[src/rtl/input_conditioner.sv]
// input_conditioner: per-channel 2-flop sync + debounce of raw board inputs; registered level and 1-cycle rise/fall pulses.
// Latency DEBOUNCE_CYCLES+2 edges; no backpressure. Define INPUT_CONDITIONER_AUTO_REPEAT_EN for held-key rise auto-repeat.
module input_conditioner #(
  parameter int               WIDTH           = 8,
  parameter int               DEBOUNCE_CYCLES = 1000000,
  parameter logic [WIDTH-1:0] INVERT_MASK     = '0,
  parameter int               REPEAT_DELAY    = 50000000,
  parameter int               REPEAT_PERIOD   = 10000000
) (
  input  logic             clk,
  input  logic             clr,
  input  logic [WIDTH-1:0] raw_in,
  output logic [WIDTH-1:0] level,
  output logic [WIDTH-1:0] rise,
  output logic [WIDTH-1:0] fall
);

  localparam int             CW       = $clog2(DEBOUNCE_CYCLES + 1);
  localparam logic [CW-1:0]  CNT_LAST = CW'(DEBOUNCE_CYCLES - 1);

  if (DEBOUNCE_CYCLES < 1 || REPEAT_DELAY < 1 || REPEAT_PERIOD < 1) begin : g_bad_cfg
    $error("input_conditioner: cycle-count parameters must be >= 1");
  end

  logic [WIDTH-1:0] s1, s2;

  always_ff @(posedge clk or negedge clr) begin
    if (!clr) begin
      s1 <= '0;
      s2 <= '0;
    end else begin
      s1 <= raw_in ^ INVERT_MASK;
      s2 <= s1;
    end
  end

  for (genvar i = 0; i < WIDTH; i++) begin : g_ch
    logic [CW-1:0] cnt;
    logic          lvl_q, rise_q, fall_q;
    logic          differ, accept, rep_hit;

    assign differ = (s2[i] != lvl_q);
    assign accept = differ && (cnt == CNT_LAST);

    // Reaching CNT_LAST while still differing always accepts, so cnt never wraps.
    always_ff @(posedge clk or negedge clr) begin
      if (!clr) begin
        cnt <= '0;
      end else if (!differ || accept) begin
        cnt <= '0;
      end else begin
        cnt <= cnt + 1'b1;
      end
    end

    always_ff @(posedge clk or negedge clr) begin
      if (!clr) begin
        lvl_q  <= 1'b0;
        rise_q <= 1'b0;
        fall_q <= 1'b0;
      end else begin
        lvl_q  <= lvl_q ^ accept;
        rise_q <= (accept & ~lvl_q) | rep_hit;
        fall_q <= accept & lvl_q;
      end
    end

`ifdef INPUT_CONDITIONER_AUTO_REPEAT_EN
    localparam int RMAX = (REPEAT_DELAY > REPEAT_PERIOD) ? REPEAT_DELAY : REPEAT_PERIOD;
    localparam int HW   = $clog2(RMAX + 1);

    logic [HW-1:0] hold;
    logic          rep_phase;

    // First repeat waits REPEAT_DELAY, later ones REPEAT_PERIOD; suppressed on the falling edge.
    assign rep_hit = lvl_q && !accept &&
                     (hold == (rep_phase ? HW'(REPEAT_PERIOD - 1) : HW'(REPEAT_DELAY - 1)));

    always_ff @(posedge clk or negedge clr) begin
      if (!clr) begin
        hold      <= '0;
        rep_phase <= 1'b0;
      end else if (!lvl_q || accept) begin
        hold      <= '0;
        rep_phase <= 1'b0;
      end else if (rep_hit) begin
        hold      <= '0;
        rep_phase <= 1'b1;
      end else begin
        hold      <= hold + 1'b1;
      end
    end
`else
    assign rep_hit = 1'b0;
`endif

    assign level[i] = lvl_q;
    assign rise[i]  = rise_q;
    assign fall[i]  = fall_q;
  end

endmodule
[config.mk]
export PLATFORM = sky130hd
export DESIGN_NAME = input_conditioner
export DESIGN_NICKNAME = d
export VERILOG_FILES = /design/src/rtl/input_conditioner.sv
export SDC_FILE = /design/constraint.sdc
export NUM_CORES = 1
export LEC_CHECK = 0
export CORE_MARGIN = 5
export CORE_UTILIZATION = 35
export DETAILED_ROUTE_END_ITERATION = 10
export PLACE_DENSITY = 0.49
export SYNTH_ARGS = -nofsm -noshare
export SYNTH_HDL_FRONTEND = slang
export SYNTH_SLANG_ARGS = --single-unit
[constraint.sdc]
create_clock -name clk -period 3.6 [get_ports clk]
set_clock_uncertainty 0.15 [all_clocks]
set_input_delay 0.72 -clock clk [delete_from_list [all_inputs] [get_ports clk]]
set_output_delay 0.72 -clock clk [all_outputs]
set_load 0.02 [all_outputs]
-- After elaboration in Yosys (flattened, before gate mapping)
Cells that the tools add are included.
W data, S select, Z words.
- flip-flop bits (word level): 200
- bits of input ports: 10
- output and inout bits: 24
- word-level logic and storage cells: 122
- $add $sub $neg: 8
- eq/ne operators: 16
- multiplexer cells: 8
- bitwise operators: 32
- reduce and logical (&&, ||, !) cells: 24
- operators by type and width (cell ; number):
    $add A20 B1 Y20 const B ; 8
    $eq A20 B20 Y1 const B ; 8
    $mux W20 ; 8
    $and A1 B1 Y1 ; 16
    $logic_and A1 B1 Y1 ; 8
    $logic_not A1 Y1 ; 8
    $logic_or A1 B1 Y1 ; 8
    $ne A1 B1 Y1 ; 8
    $not A1 Y1 ; 8
    $xor A1 B1 Y1 ; 8

-- Logic depth before layout (Yosys ltp)
- word-level depth: 4
- gate-level depth with buffers: 6
- depth with buffers taken out: 5

-- Worst setup path before layout
Ideal clock, no wire load.
- kind: reg2reg
- from: register g_ch[5].cnt[12]
- to: register (tool-made name)
- setup time: 0.125 ns
- arrival: 1.998 ns
- required time: 3.325 ns
- setup slack: 1.326 ns
- cell stages (with the launch flop): 5
- path buffers: 0
- period minus slack after synthesis: 2.274 ns
- cell sequence: dfrtp_1 -> or4_1 -> or4_4 -> or2_4 -> mux2_4
- RTL lines (what ; line ; text):
    start: declaration ; 38 ; logic [CW-1:0] cnt;
    start signal: assignment ; 52 ; cnt <= cnt + 1'b1;

-- Worst setup path after layout
- from: register g_ch[4].cnt[15]
- to: register g_ch[4].cnt[13]
- word-level cells in the longest chain between the ends: 4
- ends and longest elaborated chain (what ; line ; text):
    start: declaration ; 38 ;
    start signal: assignment ; 52 ;
    $eq A20 B20 Y1 ; 43 ; assign accept = differ && (cnt == CNT_LAST);
    $logic_and A1 B1 Y1 ; 43 ;
    $logic_or A1 B1 Y1 ; 49 ; end else if (!differ || accept) begin
    $mux W20 ; 49 ;
Every way passes these cells.

==> metrics.md <==
| Metric | Value |
|---|---|
| Status | `completed` |
| Reg2reg end | `g_ch[4].cnt[13]$_DFF_PN0_` |
| Register bit count reported by yosys | `200` |
| Count of flip-flops with a built-in enable after synthesis | `0` |
| Synth Net Count | `945` |
| Fraction of synthesized cell area taken by the top area cell type | `52.9%` |
| Worst Path Class, Setup | `reg -> reg` |
| Fraction of layout instances using a drive strength above 1 | `6.40%` |
| Utilization of the core after routing | `39.6%` |
| IO buf count | `33` |
| DIE HEIGHT | `roughly 170 um` |
| Layout Nets | `958` |
| Class of the worst hold path | `in -> async` |
| Share of flip-flops with an asynchronous set or reset | `100%` |
| 1st-iter DRT viols | `between 300 and 400` |
| Total routing resource utilization after global routing | `12.3%` |
| Least-Margin Pin Slew | `0.815 ns` |
| Crit. End Element | `register` |
| Critical R2R Launch | `g_ch[4].cnt[15]$_DFF_PN0_` |
| Layout filler cell count | `between 2000 and 3000` |
| Hold violation count in the final report | `0` |
| M2 GR Usage | `roughly a fifth` |
| Core region area | `roughly 27000 sq um` |
| Count of antenna-violating nets left after detailed routing | `0` |
| Detailed placer's ending HPWL | `11800 um` |
| Wire per inst | `13.7 um` |
| Gates resized, CTS repair | `0` |
| Total instance count after detailed placement | `1262` |
| Avg Vias per Cell | `roughly 5` |
| Number of post-CTS setup repair buffers | `0` |
| Placer Congestion | `0.760` |
| GR peak layer | `met2` |
| Area Overhead vs Synth | `12.0%` |
| Maximum clock path buffer count | `2` |
| Category of the worst setup path launch point | `register` |
| Final critical-path share of the clock period | `between 60% and 70%` |
| Starting density of the core | `a little over a third` |
| Global-route wire length before repair | `31700 um` |
| CTS tree | `done` |
| Clock latency on the worst-skew pair | `0.43 ns` |
| Final min period | `2.51 ns` |
| Fmax | `0.398 GHz` |
| Crit Path Max Fanout | `19` |
| Clock Root Buffer | `sky130_fd_sc_hd__clkbuf_16` |
| Ranking of synthesized cells by area | `sky130_fd_sc_hd__dfrtp_1, sky130_fd_sc_hd__xnor2_1, sky130_fd_sc_hd__nor2_1, sky130_fd_sc_hd__xor2_1, sky130_fd_sc_hd__nand3_1` |
| Hold bufs inserted after CTS | `0` |
| Cells after synthesis | `927` |
| Dominant cell type by area after synthesis | `sky130_fd_sc_hd__dfrtp_1` |
| Avg Inst Size Synth | `10.2 sq um` |
| Leading cell types by count after synthesis | `sky130_fd_sc_hd__dfrtp_1, sky130_fd_sc_hd__nor2_1, sky130_fd_sc_hd__xnor2_1` |
| Pins over their slew limit | `0` |
| Endpoints failing setup | `0` |
| Number of global-route vias before repair | `around 6600` |
| Sequential-to-total area share from yosys stat | `52.9%` |
| Worst slew slack as a fraction of its limit | `45.1%` |
| Primary flip-flop cell chosen by synthesis mapping | `sky130_fd_sc_hd__dfrtp_1` |
| Antenna Cells | `0` |
| Pin count of the biggest net entering global routing | `75` |
| Total number of vias | `6597` |
| H-tree level count | `4` |
| Most frequently used cell type in the post-synthesis netlist | `sky130_fd_sc_hd__dfrtp_1` |
| Global routing met3 resource utilization | `under 10%` |
| Final cell count without fillers | `1294` |
| Total detailed-routing wirelength | `17800 um` |
| First-pass DRT Iterations | `7` |
| Power per Cell Area | `roughly 400 nW/um^2` |
| Residual overflow from global routing | `0` |
| Total number of yosys warnings | `0` |
| Worst R2R Setup Slack | `1.09 ns` |
| Endpoint of the most critical setup path | `g_ch[4].cnt[13]$_DFF_PN0_` |
| Worst IR drop on VDD | `0.000309 V` |
| Std-Cell Rows | `60` |
| DRC viols | `0` |
| Met1 capacity usage during global routing | `17.2%` |
| Antenna violations before repair | `0` |
| CP startpoint | `g_ch[4].cnt[15]$_DFF_PN0_` |
| Worst reg2reg path depth | `4` |
| Unrepaired setup endpoints after global routing | `false` |
| Worst Path Required | `3.73 ns` |
| Total clock buffers created by CTS | `17` |
| Distinct cells, synth | `47` |
| Post-Syn Area | `9470 sq um` |
| Critical path arrival | `~2.6 ns` |
| Die area | `between 30000 and 40000 sq um` |
| Tightest hold margin | `0.163 ns` |
| Maxcap violations | `0` |
| Number of I/O pins | `34` |
| Fin Setup TNS | `0 ns` |
| TritonCTS sink count | `200` |
| Leakage dissipation | `4.14 nW` |
| Width of the die | `around 170 um` |
| Reg clk slew, reported paths | `0.07 ns` |
## sequential cells by signal, indices dropped and copies added, names as in the netlist, named ones only
name,cells
g_ch.cnt,160
g_ch.fall_q,8
g_ch.rise_q,8
s1,8
s2,8
## worst min path at each step
stage                           end             from  cells after the start  slack (ns)
floorplan           s2[0]$_DFF_PN0_  s1[0]$_DFF_PN0_                      0        0.18
global placement    s2[5]$_DFF_PN0_  s1[5]$_DFF_PN0_                      0        0.18
detailed placement  s2[4]$_DFF_PN0_  s1[4]$_DFF_PN0_                      0        0.18
CTS                 s1[2]$_DFF_PN0_              clr                      1        0.18
global route        s1[2]$_DFF_PN0_              clr                      1        0.21
finish              s1[2]$_DFF_PN0_              clr                      1        0.16
## per-stage QoR
stage	area (sq um)	power, mW	setup slack (ns)
finish	10600	4.31	1.09
floorplan	9470	2.40	1.33
detailed placement	10000	2.49	1.05
global route	10600	4.51	0.893
CTS	10600	4.40	1.04
global placement	10000	2.49	1.10
## layout make-up
type,count,area [sq um],area share [%]
flip-flops and latches,200,5000,47.2
inverters,25,93.8,0.885
multi-input cells,656,4100,38.6
clock inverters,14,140,1.32
repair buffers,40,412,3.88
clock buffers,18,429,4.05
well taps,341,427,4.02
## cells in the final DEF (no fill, tap or decap), types with 20 or more instances in the layout
cell	instances
sky130_fd_sc_hd__and3_1	23
sky130_fd_sc_hd__o21ai_0	20
sky130_fd_sc_hd__xnor2_1	61
sky130_fd_sc_hd__nor3_1	20
sky130_fd_sc_hd__nand4_1	30
sky130_fd_sc_hd__nand2_1	47
sky130_fd_sc_hd__nand3_1	60
sky130_fd_sc_hd__a21oi_1	45
sky130_fd_sc_hd__or3_1	30
sky130_fd_sc_hd__nor4_1	23
sky130_fd_sc_hd__clkdlybuf4s50_1	32
sky130_fd_sc_hd__inv_1	25
sky130_fd_sc_hd__o31ai_1	24
sky130_fd_sc_hd__nor2_1	114
sky130_fd_sc_hd__or4_1	34
sky130_fd_sc_hd__dfrtp_1	200
sky130_fd_sc_hd__xor2_1	43
## critical path: stages, from the launching register on
cell                      delay [ns]
sky130_fd_sc_hd__dfrtp_1        0.41
sky130_fd_sc_hd__or4b_1         0.51
sky130_fd_sc_hd__or4_1          0.55
sky130_fd_sc_hd__o21ai_2        0.63
sky130_fd_sc_hd__nor2_1         0.12
## cell families after synthesis
family | share of synthesized area (%)
AO/OA/AOI/OAI | 6.75
XOR/XNOR | 9.62
adder cells (fa/ha/maj) | 1.06
buffers and inverters | 3.87
flip-flops | 52.9
multiplexers | 1.10
AND/OR/NAND/NOR | 24.7
## power by group
part | leakage (nW) | total [mW] | internal (mW) | switching, mW
clock | 0.274 | 1.87 | 0.974 | 0.893
sequential | 2.74 | 2.31 | 2.28 | 0.0297
combinational | 1.13 | 0.137 | 0.0441 | 0.0926
## routing by layer
layer	vias to the layer above	wire length (um)
li1	3308	-
met1	3229	8980
met2	49	8200
met3	11	383
met4	0	214
met5	-	0
(Power assumes the default switching activity.)
